==> src/rtl/anf_fl_tex_pkg.sv <==
// Shared constants, state encoding and helpers for the ETC2 texture block fetcher.
package anf_fl_tex_pkg;

    localparam logic [4:0] FMT_ETC2_RGB   = 5'd1;
    localparam logic [4:0] FMT_ETC2_RGBA8 = 5'd2;

    localparam int BLK_BYTES_8  = 8;
    localparam int BLK_BYTES_16 = 16;

    typedef enum logic [1:0] {
        StIdle   = 2'd0,
        StFetch  = 2'd1,
        StOutput = 2'd2
    } texStateE;

    function automatic logic isRgba8(input logic [4:0] fmt);
        return fmt == FMT_ETC2_RGBA8;
    endfunction

endpackage

==> src/rtl/anf_fl_tex_block_addr.sv <==
// Combinational byte address of the 4x4 block holding a texel.
module anf_fl_tex_block_addr #(
    parameter int ADDR_W = 32,
    parameter int WB_W   = 10
) (
    input  logic [ADDR_W-1:0] base,
    input  logic [WB_W-1:0]   widthBlocks,
    input  logic [9:0]        uBlk,
    input  logic [9:0]        vBlk,
    input  logic [4:0]        format,
    output logic [ADDR_W-1:0] blockAddr
);
    import anf_fl_tex_pkg::*;

    localparam int IW = 12 + WB_W;
    localparam int OW = IW + 4;

    logic [IW-1:0] idx;
    logic [OW-1:0] off;

    always_comb begin
        idx = IW'(vBlk) * IW'(widthBlocks) + IW'(uBlk);
        off = OW'(idx) * OW'(isRgba8(format) ? BLK_BYTES_16 : BLK_BYTES_8);
        blockAddr = base + ADDR_W'(off);
    end

endmodule

==> src/rtl/anf_fl_tex_block_fetch.sv <==
// Fetches one ETC2 block per texel request and hands it to the decoder.
// Define ANFFL_TEX_BLOCK_CACHE_EN to add a single-entry block cache.
module anf_fl_tex_block_fetch #(
    parameter int ADDR_W = 32,
    parameter int WB_W   = 10
) (
    input  logic              clk,
    input  logic              reset,
    input  logic              reqValid,
    output logic              reqReady,
    input  logic [11:0]       reqU,
    input  logic [11:0]       reqV,
    input  logic [ADDR_W-1:0] texBase,
    input  logic [WB_W-1:0]   texWidthBlocks,
    input  logic [4:0]        format,
    input  logic              invalidate,
    output logic              memReqValid,
    input  logic              memReqReady,
    output logic [ADDR_W-1:0] memAddr,
    input  logic              memRespValid,
    input  logic [31:0]       memRespData,
    output logic              outValid,
    input  logic              outReady,
    output logic [127:0]      outData,
    output logic [4:0]        outFormat,
    output logic [1:0]        outUTexel,
    output logic [1:0]        outVTexel
);
    import anf_fl_tex_pkg::*;

    localparam logic [1:0] IDLE   = StIdle;
    localparam logic [1:0] FETCH  = StFetch;
    localparam logic [1:0] OUTPUT = StOutput;

    logic [1:0]        state;
    logic [ADDR_W-1:0] blockAddrC;
    logic              isRgbaR;
    logic [1:0]        issueCnt;
    logic [1:0]        respCnt;
    logic [1:0]        lastBeat;
    logic [1:0]        slot;
    logic [127:0]      newData;
    logic              accept;
    logic              fillDone;
    logic              hit;
    logic [127:0]      cacheData;

    anf_fl_tex_block_addr #(
        .ADDR_W(ADDR_W),
        .WB_W  (WB_W)
    ) uAddr (
        .base       (texBase),
        .widthBlocks(texWidthBlocks),
        .uBlk       (reqU[11:2]),
        .vBlk       (reqV[11:2]),
        .format     (format),
        .blockAddr  (blockAddrC)
    );

    assign reqReady = (state == IDLE);
    assign accept   = reqValid && reqReady;
    assign lastBeat = isRgbaR ? 2'd3 : 2'd1;
    assign fillDone = (state == FETCH) && memRespValid && (respCnt == lastBeat);

    // 8-byte blocks occupy the low half, so their beats start at slot 2
    always_comb begin
        slot    = isRgbaR ? respCnt : respCnt + 2'd2;
        newData = outData;
        unique case (slot)
            2'd0: newData[127:96] = memRespData;
            2'd1: newData[95:64]  = memRespData;
            2'd2: newData[63:32]  = memRespData;
            2'd3: newData[31:0]   = memRespData;
        endcase
    end

`ifdef ANFFL_TEX_BLOCK_CACHE_EN
    logic [ADDR_W-1:0] tagAddr;
    logic [4:0]        tagFmt;
    logic              tagValid;
    logic [127:0]      tagData;
    logic [ADDR_W-1:0] blkAddrR;
    logic              fillOk;

    assign hit = tagValid && !invalidate
              && (tagAddr == blockAddrC) && (tagFmt == format);
    assign cacheData = tagData;

    always_ff @(posedge clk) begin
        if (reset) begin
            tagAddr  <= '0;
            tagFmt   <= '0;
            tagValid <= 1'b0;
            tagData  <= '0;
            blkAddrR <= '0;
            fillOk   <= 1'b0;
        end else begin
            if (accept) begin
                blkAddrR <= blockAddrC;
                fillOk   <= 1'b1;
            end else if (invalidate) begin
                fillOk <= 1'b0;
            end
            if (fillDone) begin
                tagAddr <= blkAddrR;
                tagFmt  <= outFormat;
                tagData <= newData;
            end
            if (invalidate) tagValid <= 1'b0;
            else if (fillDone && fillOk) tagValid <= 1'b1;
        end
    end
`else
    logic unusedInvalidate;
    assign unusedInvalidate = invalidate;
    assign hit       = 1'b0;
    assign cacheData = '0;
`endif

    always_ff @(posedge clk) begin
        if (reset) begin
            state       <= IDLE;
            outValid    <= 1'b0;
            memReqValid <= 1'b0;
            memAddr     <= '0;
            outData     <= '0;
            outFormat   <= '0;
            outUTexel   <= '0;
            outVTexel   <= '0;
            issueCnt    <= '0;
            respCnt     <= '0;
            isRgbaR     <= 1'b0;
        end else begin
            unique case (state)
                IDLE: begin
                    if (accept) begin
                        outFormat <= format;
                        outUTexel <= reqU[1:0];
                        outVTexel <= reqV[1:0];
                        isRgbaR   <= isRgba8(format);
                        if (hit) begin
                            state    <= OUTPUT;
                            outValid <= 1'b1;
                            outData  <= cacheData;
                        end else begin
                            state       <= FETCH;
                            memReqValid <= 1'b1;
                            memAddr     <= blockAddrC;
                            issueCnt    <= '0;
                            respCnt     <= '0;
                            outData     <= '0;
                        end
                    end
                end
                FETCH: begin
                    if (memReqValid && memReqReady) begin
                        issueCnt <= issueCnt + 2'd1;
                        if (issueCnt == lastBeat) memReqValid <= 1'b0;
                        else memAddr <= memAddr + ADDR_W'(4);
                    end
                    if (memRespValid) begin
                        respCnt <= respCnt + 2'd1;
                        outData <= newData;
                        if (respCnt == lastBeat) begin
                            state    <= OUTPUT;
                            outValid <= 1'b1;
                        end
                    end
                end
                OUTPUT: begin
                    if (outReady) begin
                        outValid <= 1'b0;
                        state    <= IDLE;
                    end
                end
                default: state <= IDLE;
            endcase
        end
    end

endmodule
==> config.mk <==
export PLATFORM = sky130hd
export DESIGN_NAME = anf_fl_tex_block_fetch
export DESIGN_NICKNAME = d
export VERILOG_FILES = /design/src/rtl/anf_fl_tex_pkg.sv /design/src/rtl/anf_fl_tex_block_addr.sv /design/src/rtl/anf_fl_tex_block_fetch.sv
export SDC_FILE = /design/constraint.sdc
export NUM_CORES = 1
export LEC_CHECK = 0
export CAP_MARGIN = 10
export CORE_UTILIZATION = 35
export CTS_CLUSTER_DIAMETER = 80
export DETAILED_ROUTE_END_ITERATION = 6
export DONT_BUFFER_PORTS = 1
export GPL_TIMING_DRIVEN = 0
export PLACE_DENSITY_LB_ADDON = 0.15
export REMOVE_ABC_BUFFERS = 1
export SLEW_MARGIN = 30
export SYNTH_ARGS = -nofsm -noshare
export SYNTH_HDL_FRONTEND = slang
export SYNTH_SLANG_ARGS = --single-unit
==> constraint.sdc <==
create_clock -name clk -period 15.4 [get_ports clk]
set_clock_uncertainty 0.2 [all_clocks]
set_input_delay 3.08 -clock clk [delete_from_list [all_inputs] [get_ports clk]]
set_output_delay 3.08 -clock clk [all_outputs]
set_load 0.02 [all_outputs]
==> metrics.md <==
| Metric | Value |
|---|---|
| RSZ-0062 raised after global routing | false |
| Buf/Inv on CP | 3 |
| Root buf cell | clkbuf_16 |
| Filler cells | about 3,800 |
| Final core occ | 39.29% |
| Worst slew pin tran | around 0.84 ns |
| Tot GR Track Use | 20.18% |
| Area leader, netlist | dfxtp_1 |
| Slew HR | between 40 and 50% |
| CP max FO | 10 |
| Largest net degree at the start of global routing | around 190 |
| Synth async-reset ratio | 0% |
| Initial DRC count | ~600 |
| Fin. Hold Viols | 0 |
| Initial antenna violation count | 6 |
| Area share of the largest cell type after synthesis | 27.09% |
| Top delay family on crit path | adder cells |
| I/O pins | roughly 280 |
| DR vias | between 10,000 and 15,000 |
| Final Setup Violations | 0 |
| Clock Tree Buf Depth | 2 |
| IO buf count | 0 |
| GRT overflow | 0 |
| Period utilization | 66.95% |
| Non-filler cells, final | 2,151 |
| Met1 Track Usage GR | about a quarter |
| Num CTS Buffers | 17 |
| Largest cells by area after synthesis | dfxtp_1 (27%), fa_1 (11%), ha_1 (9.9%) |
| Placed cells | between 2,000 and 2,500 |
| Effective utilization at floorplan | a little over a third |
| Max cap viols | 0 |
| Hold/Removal Path Class | reg -> reg |
| Post-CTS Hold Buffers | 0 |
| # rows | 70 |
| Vias/cell | between 5 and 6 |
| Vias in the first global route | ~11,000 |
| Placer congestion estimate | between 0.8 and 0.9 |
| Run status | completed |
| Yosys warns | 0 |
| Hold Crit Start | isRgbaR |
| Primary FF master, synth | dfxtp_1 |
| Reg2Reg Launch Point | state[0] |
| # DRC | 0 |
| Commonest cells in the netlist | nand2_1 (275), a21oi_1 (221), dfxtp_1 (178) |
| Post_cts resized | 0 |
| Grt met2 use | about a third |
| Nets | 1,955 |
| Crit Path Category | in -> reg |
| Most frequent cell after synthesis | nand2_1 |
| Most Used Layer, Global Route | met2 |
| Synth Register Bits | ~180 |
| Htree depth | 4 |
| Final Critical Period | approximately 10 ns |
| Post-synth EDFFs | 0 |
| Detailed Route WL | roughly 38,000 um |
| Mapped cell area | roughly 13,000 um2 |
| Synth cell types | 64 |
| Core footprint | between 30,000 and 40,000 um2 |
| Critical path data arrival time | roughly 10 ns |
| TritonCTS clock tree | done |
| Crit. End Element | register |
| Worst EP required | 15.54 ns |
| Post-CTS setup buffer count | 0 |
| Detail Placement HPWL | approximately 29,000 um |
| Sequential area share after synthesis | between 20% and 30% |
| Final Max Tran Viols | 0 |
| Grt met3 use | about 7.5% |
| Reg clk slew, reported paths | ~0.080 ns |
| Final hold slack | a little over 0.3 ns |
| Crit path top cell by count | fa_1 |
| Latest clock arrival within the worst-skew pair | 0.44 ns |
| Critical Path Max Stage Delay | approximately 0.55 ns |
| Synthesized area per cell | 7.667 um2 |
| Post-DR wirelength/cell | between 15 and 20 um |
| Die extent in y | 195.9 um |
| CP startpoint | reqV[2] |
| Fraction of layout cells with a size suffix above 1 | under 10% |
| First drt pass iteration count | 5 |
| CTS Sinks | 178 |
| First-pass GRT wire length | roughly 62,000 um |
| Startpoint types | input pin |
| Max Fclk | between 90 and 100 MHz |
| P&R area growth vs syn | 9.853% |
| Slowest cell on the critical path | fa_1 |
| Die X | ~200 um |
| Antenna viol nets, final | 0 |
| Die area | about 38,000 um2 |
| Post-Syn Instances | 1,716 |
## cells by family after synthesis
group                      after synthesis  synth area share, %
AOI/OAI and AO/OA                      398                17.78
xor gates and xnor gates                49                3.262
adders and majority gates              179                21.30
buffers and inverters                  223                6.362
DFF                                    178                27.09
muxes                                    8               0.6277
other                                    2              0.05708
and+or+nand+nor                        679                23.52
## path summary, 6_finish.rpt
| kind | depth (start not counted) | slack (ns) | to |
|---|---|---|---|
| max | 28 | 5.09 | memAddr[24] |
| min | 2 | 0.31 | isRgbaR |
| max reg2reg | 10 | 12.09 | memAddr[17] |
| min reg2reg | 2 | 0.31 | isRgbaR |
## worst reg2reg max path: cells and delay by family, from the launching register on
family / cells / cell delay (ns)
and+or+nand+nor: 6 / 1.51
buffers and inverters: 1 / 0.21
DFF: 1 / 0.41
AOI/OAI and AO/OA: 3 / 0.93
## metal layers
layer | up-vias | wire (um)
met4 | 4 | 501
met3 | 31 | 3276
met5 | - | 27
met1 | 5446 | 15780
met2 | 254 | 18640
li1 | 5687 | -
## sequential cells by signal, summed over array words and instances, names as in the netlist, 2 cells and up
register / count
issueCnt: 2
memAddr: 32
outData: 128
outFormat: 5
outUTexel: 2
outVTexel: 2
respCnt: 2
state: 2
## metrics by stage
| stage | TNS (ns) | setup WS, ns | cell area (um2) |
|---|---|---|---|
| after floorplan | 0 | 5.288 | 12840 |
| after global placement | -78.16 | -1.558 | 13430 |
| after detailed placement | 0 | 4.646 | 13830 |
| after CTS | 0 | 5.114 | 14440 |
| after global routing | 0 | 4.579 | 14440 |
| final | 0 | 5.089 | 14450 |
## cells in the final DEF, fill, tap and decap left out, drive strengths merged, types with 61 or more instances in the layout
cell type	instances
ha	104
inv	131
nand3	120
nand2	275
and2	61
nor2	133
a21oi	222
fa	75
dfxtp	178
o21ai	63
## area by class of cell
class | instances | area, um2 | share of cell area [%]
timing repair buffer | 15 | 327.8 | 2.268
multi-input combinational | 1331 | 8896 | 61.55
tap | 468 | 585.6 | 4.052
sequential | 178 | 3563 | 24.66
clock inverter | 15 | 182.7 | 1.264
antenna | 4 | 10.01 | 0.06926
clock buffer | 17 | 425.4 | 2.943
inverter | 123 | 461.7 | 3.195
Power is not shown: default switching activity piles up to over one toggle a cycle in this logic, so the estimate is an artifact.
